## config.mk

```make
export PLATFORM = sky130hd
export DESIGN_NAME = clkdiv_multi_hz_flat
export DESIGN_NICKNAME = d
export VERILOG_FILES = /design/src/rtl/clkdiv_pkg.sv /design/src/rtl/clkdiv_multi_hz_if.sv /design/src/rtl/clkdiv_channel.sv /design/src/rtl/clkdiv_multi_hz.sv /design/src/flat_wrapper.sv
export SDC_FILE = /design/constraint.sdc
export NUM_CORES = 2
export LEC_CHECK = 0
export ABC_AREA = 0
export CELL_PAD_IN_SITES_DETAIL_PLACEMENT = 0
export CELL_PAD_IN_SITES_GLOBAL_PLACEMENT = 1
export CORE_MARGIN = 1
export CORE_UTILIZATION = 50
export DETAILED_ROUTE_END_ITERATION = 16
export PLACE_DENSITY = 0.78
export SLEW_MARGIN = 20
export SYNTH_ARGS = -nofsm -noshare
export SYNTH_HDL_FRONTEND = slang
export SYNTH_HIERARCHICAL = 1
export SYNTH_SLANG_ARGS = --single-unit
```

## constraint.sdc

```tcl
create_clock -name clk -period 6.5 [get_ports clk]
set_clock_uncertainty 0.1 [all_clocks]
set_input_delay 0.975 -clock clk [delete_from_list [all_inputs] [get_ports clk]]
set_output_delay 0.975 -clock clk [all_outputs]
set_load 0.01 [all_outputs]
```

## src/rtl/clkdiv_pkg.sv

```systemverilog
// clkdiv_pkg: shared constants, pending-slot type and Hz-to-divisor helper
// for the multi-channel clock divider.
package clkdiv_pkg;

  localparam longint unsigned CLK_FREQ_DEF = 64'd12_000_000;
  localparam int              CNT_W_DEF    = 32;
  localparam int              MIN_DIV      = 2;

  // One queued period reload per channel; high is the
  // already-resolved high time for that period.
  typedef struct packed {
    logic                 valid;
    logic [CNT_W_DEF-1:0] period;
    logic [CNT_W_DEF-1:0] high;
  } pend_t;

  function automatic longint unsigned hz_to_div(
    input longint unsigned freq,
    input longint unsigned clk_hz = CLK_FREQ_DEF
  );
    if (freq == 0) return 64'd0;
    return clk_hz / freq;
  endfunction

endpackage

```

## src/rtl/clkdiv_multi_hz_if.sv

```systemverilog
// clkdiv_multi_hz_if: period-load valid/ready bus (cfg_valid, cfg_ready,
// cfg_chan, cfg_div, plus cfg_high when CLKDIV_DUTY_CTRL_EN is defined).
interface clkdiv_multi_hz_if #(
  parameter int CH_W  = 2,
  parameter int CNT_W = 32
);

  logic             cfg_valid;
  logic             cfg_ready;
  logic [CH_W-1:0]  cfg_chan;
  logic [CNT_W-1:0] cfg_div;
`ifdef CLKDIV_DUTY_CTRL_EN
  logic [CNT_W-1:0] cfg_high;

  modport master (
    output cfg_valid, cfg_chan,
    output cfg_div, cfg_high,
    input  cfg_ready
  );

  modport slave (
    input  cfg_valid, cfg_chan,
    input  cfg_div, cfg_high,
    output cfg_ready
  );
`else
  modport master (
    output cfg_valid, cfg_chan, cfg_div,
    input  cfg_ready
  );

  modport slave (
    input  cfg_valid, cfg_chan, cfg_div,
    output cfg_ready
  );
`endif

endinterface

```

## src/rtl/clkdiv_channel.sv

```systemverilog
// clkdiv_channel: one divider channel (counter, period/high regs, pending
// slot, registered divided clock and wrap strobe).
// Ports: clk, rst, en, sync, ld_valid/ld_div[/ld_high] load, slot_full,
// div_clk, div_pulse. ld_high exists only with CLKDIV_DUTY_CTRL_EN.
module clkdiv_channel
  import clkdiv_pkg::*;
#(
  parameter int               CNT_W   = CNT_W_DEF,
  parameter logic [CNT_W-1:0] RST_DIV = CNT_W'(4)
) (
  input  logic             clk,
  input  logic             rst,
  input  logic             en,
  input  logic             sync,
  input  logic             ld_valid,
  input  logic [CNT_W-1:0] ld_div,
`ifdef CLKDIV_DUTY_CTRL_EN
  input  logic [CNT_W-1:0] ld_high,
`endif
  output logic             slot_full,
  output logic             div_clk,
  output logic             div_pulse
);

  localparam int PW = CNT_W_DEF;
  localparam logic [CNT_W-1:0] ONE = CNT_W'(1);
  localparam logic [CNT_W-1:0] MIN_P = CNT_W'(MIN_DIV);

  logic [CNT_W-1:0] cnt_q, cnt_d;
  logic [CNT_W-1:0] per_q, per_d;
  logic [CNT_W-1:0] high_q, high_d;
  pend_t            pend_q, pend_d;
  logic             clk_q, clk_d;
  logic             pulse_q, pulse_d;

  logic [CNT_W-1:0] ld_per;
  logic [CNT_W-1:0] ld_hi;
  logic             last;
  logic             wrap;

  always_comb begin
    ld_per = ld_div;
    if (ld_div < MIN_P) ld_per = MIN_P;
  end

`ifdef CLKDIV_DUTY_CTRL_EN
  always_comb begin
    ld_hi = ld_high;
    if (ld_high < ONE) ld_hi = ONE;
    else if (ld_high > ld_per - ONE) ld_hi = ld_per - ONE;
  end
`else
  always_comb ld_hi = ld_per >> 1;
`endif

  always_comb begin
    cnt_d   = cnt_q;
    per_d   = per_q;
    high_d  = high_q;
    pend_d  = pend_q;
    clk_d   = clk_q;
    pulse_d = 1'b0;
    last    = (cnt_q == per_q - ONE);
    wrap    = en && !sync && last;

    // Pending period takes over only at a wrap or sync,
    // so the count restarts at 0 under the new period.
    if (pend_q.valid && (sync || wrap)) begin
      per_d        = pend_q.period[CNT_W-1:0];
      high_d       = pend_q.high[CNT_W-1:0];
      pend_d.valid = 1'b0;
    end

    if (sync) begin
      cnt_d = '0;
      clk_d = 1'b1;
    end else if (en) begin
      cnt_d   = last ? '0 : cnt_q + ONE;
      clk_d   = (cnt_d < high_d);
      pulse_d = wrap;
    end

    // Stored after the apply, so a load coinciding with a
    // wrap or sync waits for the next one.
    if (ld_valid && !pend_q.valid) begin
      pend_d.valid  = 1'b1;
      pend_d.period = PW'(ld_per);
      pend_d.high   = PW'(ld_hi);
    end
  end

  always_ff @(posedge clk or posedge rst) begin
    if (rst) begin
      cnt_q   <= '0;
      per_q   <= RST_DIV;
      high_q  <= RST_DIV >> 1;
      pend_q  <= '0;
      clk_q   <= 1'b1;
      pulse_q <= 1'b0;
    end else begin
      cnt_q   <= cnt_d;
      per_q   <= per_d;
      high_q  <= high_d;
      pend_q  <= pend_d;
      clk_q   <= clk_d;
      pulse_q <= pulse_d;
    end
  end

  assign slot_full = pend_q.valid;
  assign div_clk   = clk_q;
  assign div_pulse = pulse_q;

endmodule

```

## src/rtl/clkdiv_multi_hz.sv

```systemverilog
// clkdiv_multi_hz: CHANNELS programmable dividers with runtime period
// reload over cfg (valid/ready), global sync, per-channel enable.
// Ports: clk, rst, enable, sync, cfg (slave), divided_clk, divided_pulse.
// Macro CLKDIV_DUTY_CTRL_EN adds cfg_high for programmable high time.
module clkdiv_multi_hz
  import clkdiv_pkg::*;
#(
  parameter longint unsigned CLK_FREQ   = CLK_FREQ_DEF,
  parameter int              CHANNELS   = 4,
  parameter int              CNT_W      = CNT_W_DEF,
  parameter longint unsigned DEFAULT_HZ = 1
) (
  input  logic                clk,
  input  logic                rst,
  input  logic [CHANNELS-1:0] enable,
  input  logic                sync,
  clkdiv_multi_hz_if.slave    cfg,
  output logic [CHANNELS-1:0] divided_clk,
  output logic [CHANNELS-1:0] divided_pulse
);

  localparam int CH_W = (CHANNELS > 1) ? $clog2(CHANNELS) : 1;
  localparam int NSLOT = 2 ** CH_W;
  localparam longint unsigned P0 = hz_to_div(DEFAULT_HZ, CLK_FREQ);
  localparam logic [CNT_W-1:0] RST_DIV = CNT_W'(P0);

  if (P0 < MIN_DIV || P0 >= (64'd1 << CNT_W)) begin : g_p0_bad
    $error("clkdiv_multi_hz: reset period out of range");
  end

  if (CNT_W > CNT_W_DEF) begin : g_w_bad
    $error("clkdiv_multi_hz: CNT_W wider than pending slot");
  end

  logic [CHANNELS-1:0] full;
  logic [NSLOT-1:0]    full_pad;
  logic                xfer;

  // Unused channel codes read as an always-free slot, so
  // loads to them complete and are dropped.
  always_comb begin
    full_pad = '0;
    full_pad[CHANNELS-1:0] = full;
  end

  assign cfg.cfg_ready = ~full_pad[cfg.cfg_chan];
  assign xfer = cfg.cfg_valid & cfg.cfg_ready;

  for (genvar i = 0; i < CHANNELS; i++) begin : g_ch
    localparam logic [CH_W-1:0] IDX = CH_W'(i);

    logic ld;
    assign ld = xfer && (cfg.cfg_chan == IDX);

    clkdiv_channel #(
      .CNT_W   (CNT_W),
      .RST_DIV (RST_DIV)
    ) u_ch (
      .clk       (clk),
      .rst       (rst),
      .en        (enable[i]),
      .sync      (sync),
      .ld_valid  (ld),
      .ld_div    (cfg.cfg_div),
`ifdef CLKDIV_DUTY_CTRL_EN
      .ld_high   (cfg.cfg_high),
`endif
      .slot_full (full[i]),
      .div_clk   (divided_clk[i]),
      .div_pulse (divided_pulse[i])
    );
  end

endmodule

```

## src/flat_wrapper.sv

```systemverilog
// flat-port wrapper written by rule: the top's interface ports become plain ports
module clkdiv_multi_hz_flat import clkdiv_pkg::*;
#(
  parameter longint unsigned CLK_FREQ   = CLK_FREQ_DEF,
  parameter int              CHANNELS   = 4,
  parameter int              CNT_W      = CNT_W_DEF,
  parameter longint unsigned DEFAULT_HZ = 1
)
  (clk, rst, enable, sync, divided_clk, divided_pulse, cfg_cfg_valid, cfg_cfg_chan, cfg_cfg_div, cfg_cfg_ready);
  clkdiv_multi_hz_if #(.CH_W(2), .CNT_W(CNT_W)) cfg_i ();
  input  logic clk;
  input  logic rst;
  input  logic [CHANNELS-1:0] enable;
  input  logic sync;
  output logic [CHANNELS-1:0] divided_clk;
  output logic [CHANNELS-1:0] divided_pulse;
  input wire logic [$bits(cfg_i.cfg_valid)-1:0] cfg_cfg_valid;
  input wire logic [$bits(cfg_i.cfg_chan)-1:0] cfg_cfg_chan;
  input wire logic [$bits(cfg_i.cfg_div)-1:0] cfg_cfg_div;
  output wire logic [$bits(cfg_i.cfg_ready)-1:0] cfg_cfg_ready;
  assign cfg_i.cfg_valid = cfg_cfg_valid;
  assign cfg_i.cfg_chan = cfg_cfg_chan;
  assign cfg_i.cfg_div = cfg_cfg_div;
  assign cfg_cfg_ready = cfg_i.cfg_ready;
  clkdiv_multi_hz #(.CLK_FREQ(CLK_FREQ), .CHANNELS(CHANNELS), .CNT_W(CNT_W), .DEFAULT_HZ(DEFAULT_HZ)) u_core (.clk(clk), .rst(rst), .enable(enable), .sync(sync), .cfg(cfg_i), .divided_clk(divided_clk), .divided_pulse(divided_pulse));
endmodule
```

# Word-level counts from Yosys, hierarchy flattened
# Cells that the tools add are included.
[totals]
register_bits = 648
wordCells = 136
input_bits = 42
out_inout_bits = 9
[op_classes]
n_mux = 43
reduce_logical = 38
magnitude_cmp = 6
eq_ne = 7
bitwise = 2
n_addsub = 8
[ops]
columns = ["operator", "n"]
rows = [
  ["$mux W32", 17],
  ["$mux W65", 4],
  ["$add A32 B1 Y32 const B", 4],
  ["$eq A32 B32 Y1", 4],
  ["$lt A32 B32 Y1", 4],
  ["$sub A32 B1 Y32 const B", 4],
  ["$lt A32 B2 Y1 const B", 1],
  ["$mux W1", 21],
  ["$logic_and A1 B1 Y1", 20],
  ["$reduce_bool A2 Y1", 8],
  ["$logic_not A1 Y1", 5],
  ["$eq A2 B2 Y1 const B", 2],
  ["$logic_or A1 B1 Y1", 4],
  ["$lt A2 B3 Y1 const B", 1],
  ["$bmux W1 S2", 1],
  ["$eq A2 B1 Y1 const B", 1],
  ["$logic_not A2 Y1", 1],
  ["$and A1 B1 Y1", 1],
  ["$not A1 Y1", 1],
]

# Logic depth before layout (Yosys ltp)
[logic_depth]
word_depth = 9
mapped_depth = 27
mapped_depth_nobuf = 23

# By module
# The synthesis kept the hierarchy.
[by_module_without_submodules]
columns = ["mod", "area_per_inst_um2", "cells_per_inst", "instances", "seq_area_each_um2"]
rows = [
  ["clkdiv_channel", 8420.6, 851, 4, 3304.4],
  ["clkdiv_multi_hz", 63.8, 7, 1, 0.0],
]

# Worst setup path after synthesis
# OpenSTA, ideal clock, no wires.
[synth_path]
path_type = "register to register"
startpoint = "register u_core.g_ch[0].u_ch.per_q[4]"
endpoint = "register u_core.g_ch[0].u_ch.clk_q"
setup_slack_ns = 0.945
setup_time_ns = 0.073
arrival_ns = 5.382
path_buffers = 6
t_required_ns = 6.327
synth_period_minus_slack_ns = 5.555
path_stages_with_launch = 28
cell_sequence = "dfrtp_1 -> buf_2 -> or4_1 -> buf_2 -> or4_1 -> buf_2 -> nor4b_4 -> mux2i_1 -> o21a_1 -> or3_4 -> nor3_4 -> a21oi_1 -> nor2b_1 -> buf_2 -> buf_6 -> buf_6 -> mux2i_1 -> ha_1 -> a21o_1 -> a21o_1 -> a21o_1 -> a21oi_1 -> nor2b_1 -> o21ai_0 -> a31oi_1 -> o41ai_1 -> o21ai_0 -> a21oi_1"
[synth_between]
elab_chain_cells = 9
word_cells_on_any_way = 10
cone_classes = "add/sub (1); order compare (1); eq/ne (1); mux (4); reduce/logical (3)"
[synth_lines]
columns = ["item", "line_no", "text"]
rows = [
  ["start, declared", "clkdiv_channel.sv:30", "logic [CNT_W-1:0] per_q, per_d;"],
  ["start signal, assigned", "clkdiv_channel.sv:102", "per_q <= per_d;"],
  ["$sub A32 B1 Y32 *", "clkdiv_channel.sv:63", "last = (cnt_q == per_q - ONE);"],
  ["$eq A32 B32 Y1 *", "clkdiv_channel.sv:63", ""],
  ["$logic_and A1 B1 Y1", "clkdiv_channel.sv:64", "wrap = en && !sync && last;"],
  ["$logic_or A1 B1 Y1", "clkdiv_channel.sv:68", "if (pend_q.valid && (sync || wrap)) begin"],
  ["$logic_and A1 B1 Y1", "clkdiv_channel.sv:68", ""],
  ["$mux W32", "clkdiv_channel.sv:68", ""],
  ["$lt A32 B32 Y1 *", "clkdiv_channel.sv:79", "clk_d = (cnt_d < high_d);"],
  ["$mux W1 *", "clkdiv_channel.sv:77", "end else if (en) begin"],
  ["$mux W1 *", "clkdiv_channel.sv:74", "if (sync) begin"],
  ["end signal, assigned", "clkdiv_channel.sv:105", "clk_q <= clk_d;"],
  ["end, declared", "clkdiv_channel.sv:33", "logic clk_q, clk_d;"],
]
# Every way passes the cells marked *; elsewhere a longest branch is shown, timed or not. The select of a mux whose other input is x is not followed.
# A chain may end at the register's enable or synchronous reset.

# Worst setup path after layout
[layout_path]
startpoint = "register u_core.g_ch[2].u_ch.per_q[4]"
endpoint = "register u_core.g_ch[2].u_ch.clk_q"
[layout_between]
elab_chain_cells = 9
word_cells_on_any_way = 10
cone_classes = "add/sub (1); order compare (1); eq/ne (1); mux (4); reduce/logical (3)"
[layout_lines]
columns = ["item", "line_no"]
rows = [
  ["start, declared", "clkdiv_channel.sv:30"],
  ["start signal, assigned", "clkdiv_channel.sv:102"],
  ["$sub A32 B1 Y32 *", "clkdiv_channel.sv:63"],
  ["$eq A32 B32 Y1 *", "clkdiv_channel.sv:63"],
  ["$logic_and A1 B1 Y1", "clkdiv_channel.sv:64"],
  ["$logic_or A1 B1 Y1", "clkdiv_channel.sv:68"],
  ["$logic_and A1 B1 Y1", "clkdiv_channel.sv:68"],
  ["$mux W32", "clkdiv_channel.sv:68"],
  ["$lt A32 B32 Y1 *", "clkdiv_channel.sv:79"],
  ["$mux W1 *", "clkdiv_channel.sv:77"],
  ["$mux W1 *", "clkdiv_channel.sv:74"],
  ["end signal, assigned", "clkdiv_channel.sv:105"],
  ["end, declared", "clkdiv_channel.sv:33"],
]
# Marks and branches as above.

==> metrics.cfg <==
[outcome]
outcome=finished, final reports clean

[synth]
synth_top_area_share_pct=32.6
synth_top_area_cell=dfrtp_1
avgSynthCellArea_um2=9.89
synthArstFlopShare_pct=100
synth_flop_cell=dfrtp_1
synth_area_leaders=dfrtp_1, mux2_2, dfstp_2, ha_1, mux2i_1
synthDistinctLibCells=62
synth_common_cells=dfrtp_1, nor2_1, mux2_2
synthesis.nets=3585
synth-edff-count=0
yosysMostFrequentCell=dfrtp_1
ys_warn_count=6
synth-seq-cells=524
synthesis.area_um2=33700
ys_seq_area_share_pct=39.2
synth_cells=3411

[routing]
drt_pass1_iterations=5
num_vias=26100
wl_per_cell_um=22.0
avgViaCountPerCell=6.13
ant_nets=0
drc=0
drt_wl_total_mm=93.7
drt_iter0_drc=1972

[clocking]
cts_resized=0
clock_path_buffers=3
htree_num_levels=2
root_buffer=clkbuf_16
cts_inserted_buffers=59
clkTransAtPathRegs_ns=0.06
tritoncts=yes
cts_hold_buf=0
clkSinkCount=524
clkLatencyLatePin_ns=0.63
postCtsSetupRepairBufs=0

[finish]
syn_to_final_growth_pct=8.94
antenna_cells=0
stdcell_area_um2=36800
drive_above_1_share_pct=15.7
nets=3518

[pwr]
p_leak_nw=15.1
ir_worst_vdd_uv=222
power_density_nw_per_um2=366

[global_routing]
grt_max_degree=105
top_usage_layer=met1
grt_usage_pct=27.5
grt_pass1_vias=25100
grt_pass1_wl_mm=148
grt_util_met2_pct=41.1
grtUsageMet1_pct=42.2
grt_overflow=0
antenna_found_initial=0
grtUsageMet3_pct=2.73

[setup_path]
cp-start-kind=flip-flop
endpoint_kind=flip-flop
critPathArrivalTime_ns=6.47
crit_fanout=19
worstPathRequired_ns=6.95
crit_type=flip-flop to flip-flop

[floorplan]
start_util_pct=51.0
die_area_um2=68500
core_um2=66200
die_w_um=262
num_rows=94
ios=51
die_y_um=262

[placement]
dp_hpwl_mm=68.1
place_area_um2=34600
io_buffers=50
gp_congestion=0.914
pre_cts_slack_ns=0.519

[sta]
fmax_ghz=0.166
setup_ws_ns=0.485
rsz0062_at_grt=no
slew_violations=0
relSlewSlack_pct=37.8
hold_violations=0
finalSetupViolCount=0
worstMarginPinSlew_ns=0.933
final.min_clock_period_ns=6.02
fin_crit_sh_pct=92.5
finalSetupTns_ns=0

[hold_path]
hp-class=flip-flop to flip-flop

[run]
maxCapViolCount=0

[cell usage in the layout, fill, tap and decap left out, types with 100 or more instances in the layout]
master   synthesis  final
nand2_1        145    145
mux2_1         104    104
o21ai_0        140    140
a21oi_1        148    148
mux2i_1        152    152
xnor2_1        152    152
ha_1           132    132
nor2_1         296    296
nor3_1         121    121
mux2_2         256    256
xor2_1         100    100
dfrtp_1        440    440
[final timing paths]
check | start | to | slack, ns | depth (start not counted)
max in group asynchronous | rst | u_core/g_ch[2].u_ch/cnt_q[0] | 3.90 | 3
min reg2reg | u_core/g_ch[0].u_ch/high_q[21] | u_core/g_ch[0].u_ch/high_q[21] | 0.39 | 1
min | u_core/g_ch[0].u_ch/high_q[21] | u_core/g_ch[0].u_ch/high_q[21] | 0.39 | 1
min in group asynchronous | rst | u_core/g_ch[2].u_ch/pend_q[60] | 1.23 | 2
max reg2reg | u_core/g_ch[2].u_ch/per_q[4] | u_core/g_ch[2].u_ch/div_clk | 0.48 | 20
max | u_core/g_ch[2].u_ch/per_q[4] | u_core/g_ch[2].u_ch/div_clk | 0.48 | 20
[state kept, by name, summed over array words and instances, names as in the netlist]
name / cells
u_core/g_ch.u_ch/div_pulse: 4
u_core/g_ch.u_ch/per_q: 128
u_core/g_ch.u_ch/div_clk: 4
u_core/g_ch.u_ch/cnt_q: 128
u_core/g_ch.u_ch/slot_full: 4
u_core/g_ch.u_ch/pend_q: 128
u_core/g_ch.u_ch/high_q: 128
[cell families (layout without fill, tap and decap cells)]
| group | after synthesis | in the layout | synth area share (%) |
|---|---|---|---|
| xor+xnor | 252 | 252 | 6.54 |
| buf+inv | 285 | 268 | 4.12 |
| mux | 513 | 513 | 16.6 |
| simple gates | 1205 | 1205 | 19.5 |
| flops | 524 | 524 | 39.2 |
| compound gates | 500 | 500 | 9.17 |
| fa+ha+maj | 132 | 132 | 4.89 |
[per-stage QoR]
step,instances,hold slack [ns],util (%),power [mW]
after floorplan,3411,0.357,-,8.42
after global placement,4147,0.367,52.3,9.57
after detailed placement,4147,0.374,52.3,9.74
after CTS,4258,0.387,55.5,13.5
after global routing,4258,0.402,55.5,14.2
final,4258,0.387,55.5,13.4
[metal layers]
| metal | wire length, um | up-vias |
|---|---|---|
| met3 | 4210 | 136 |
| met2 | 40700 | 675 |
| li1 | - | 12300 |
| met4 | 2060 | 0 |
| met1 | 46700 | 13000 |
| met5 | 0 | - |
[critical path, cell delays in order, from the launching register on]
cell and delay (ns):
dfrtp_1 0.46, or4_1 0.70, or4_1 0.73, o41a_1 0.45, nor2_1 0.09, and4_1 0.19
nand4_1 0.21, nor3_4 0.23, a21oi_1 0.15, nor2b_4 0.18, buf_4 0.28, buf_4 0.30
mux2i_1 0.28, ha_1 0.28, a21oi_1 0.16, nor4_1 0.07, a211oi_1 0.18, a31oi_1 0.11
o41ai_1 0.49, o21ai_0 0.17, a21oi_1 0.15
[area by class of cell]
class / count / area, um2
fill: 5741 / 29500
multi-input combinational: 2602 / 19200
sequential: 524 / 13200
clock buffer: 81 / 1690
tap: 864 / 1080
timing repair buffer: 104 / 928
clock inverter: 30 / 452
inverter: 53 / 214
[power breakdown]
group | total [mW] | leakage (nW) | switching, mW | internal (mW)
Combinational | 3.90 | 7.61 | 1.99 | 1.91
Sequential | 5.87 | 6.42 | 1.40 | 4.47
Clock | 3.68 | 1.05 | 1.42 | 2.25
Power figures use the tool's default switching activity.
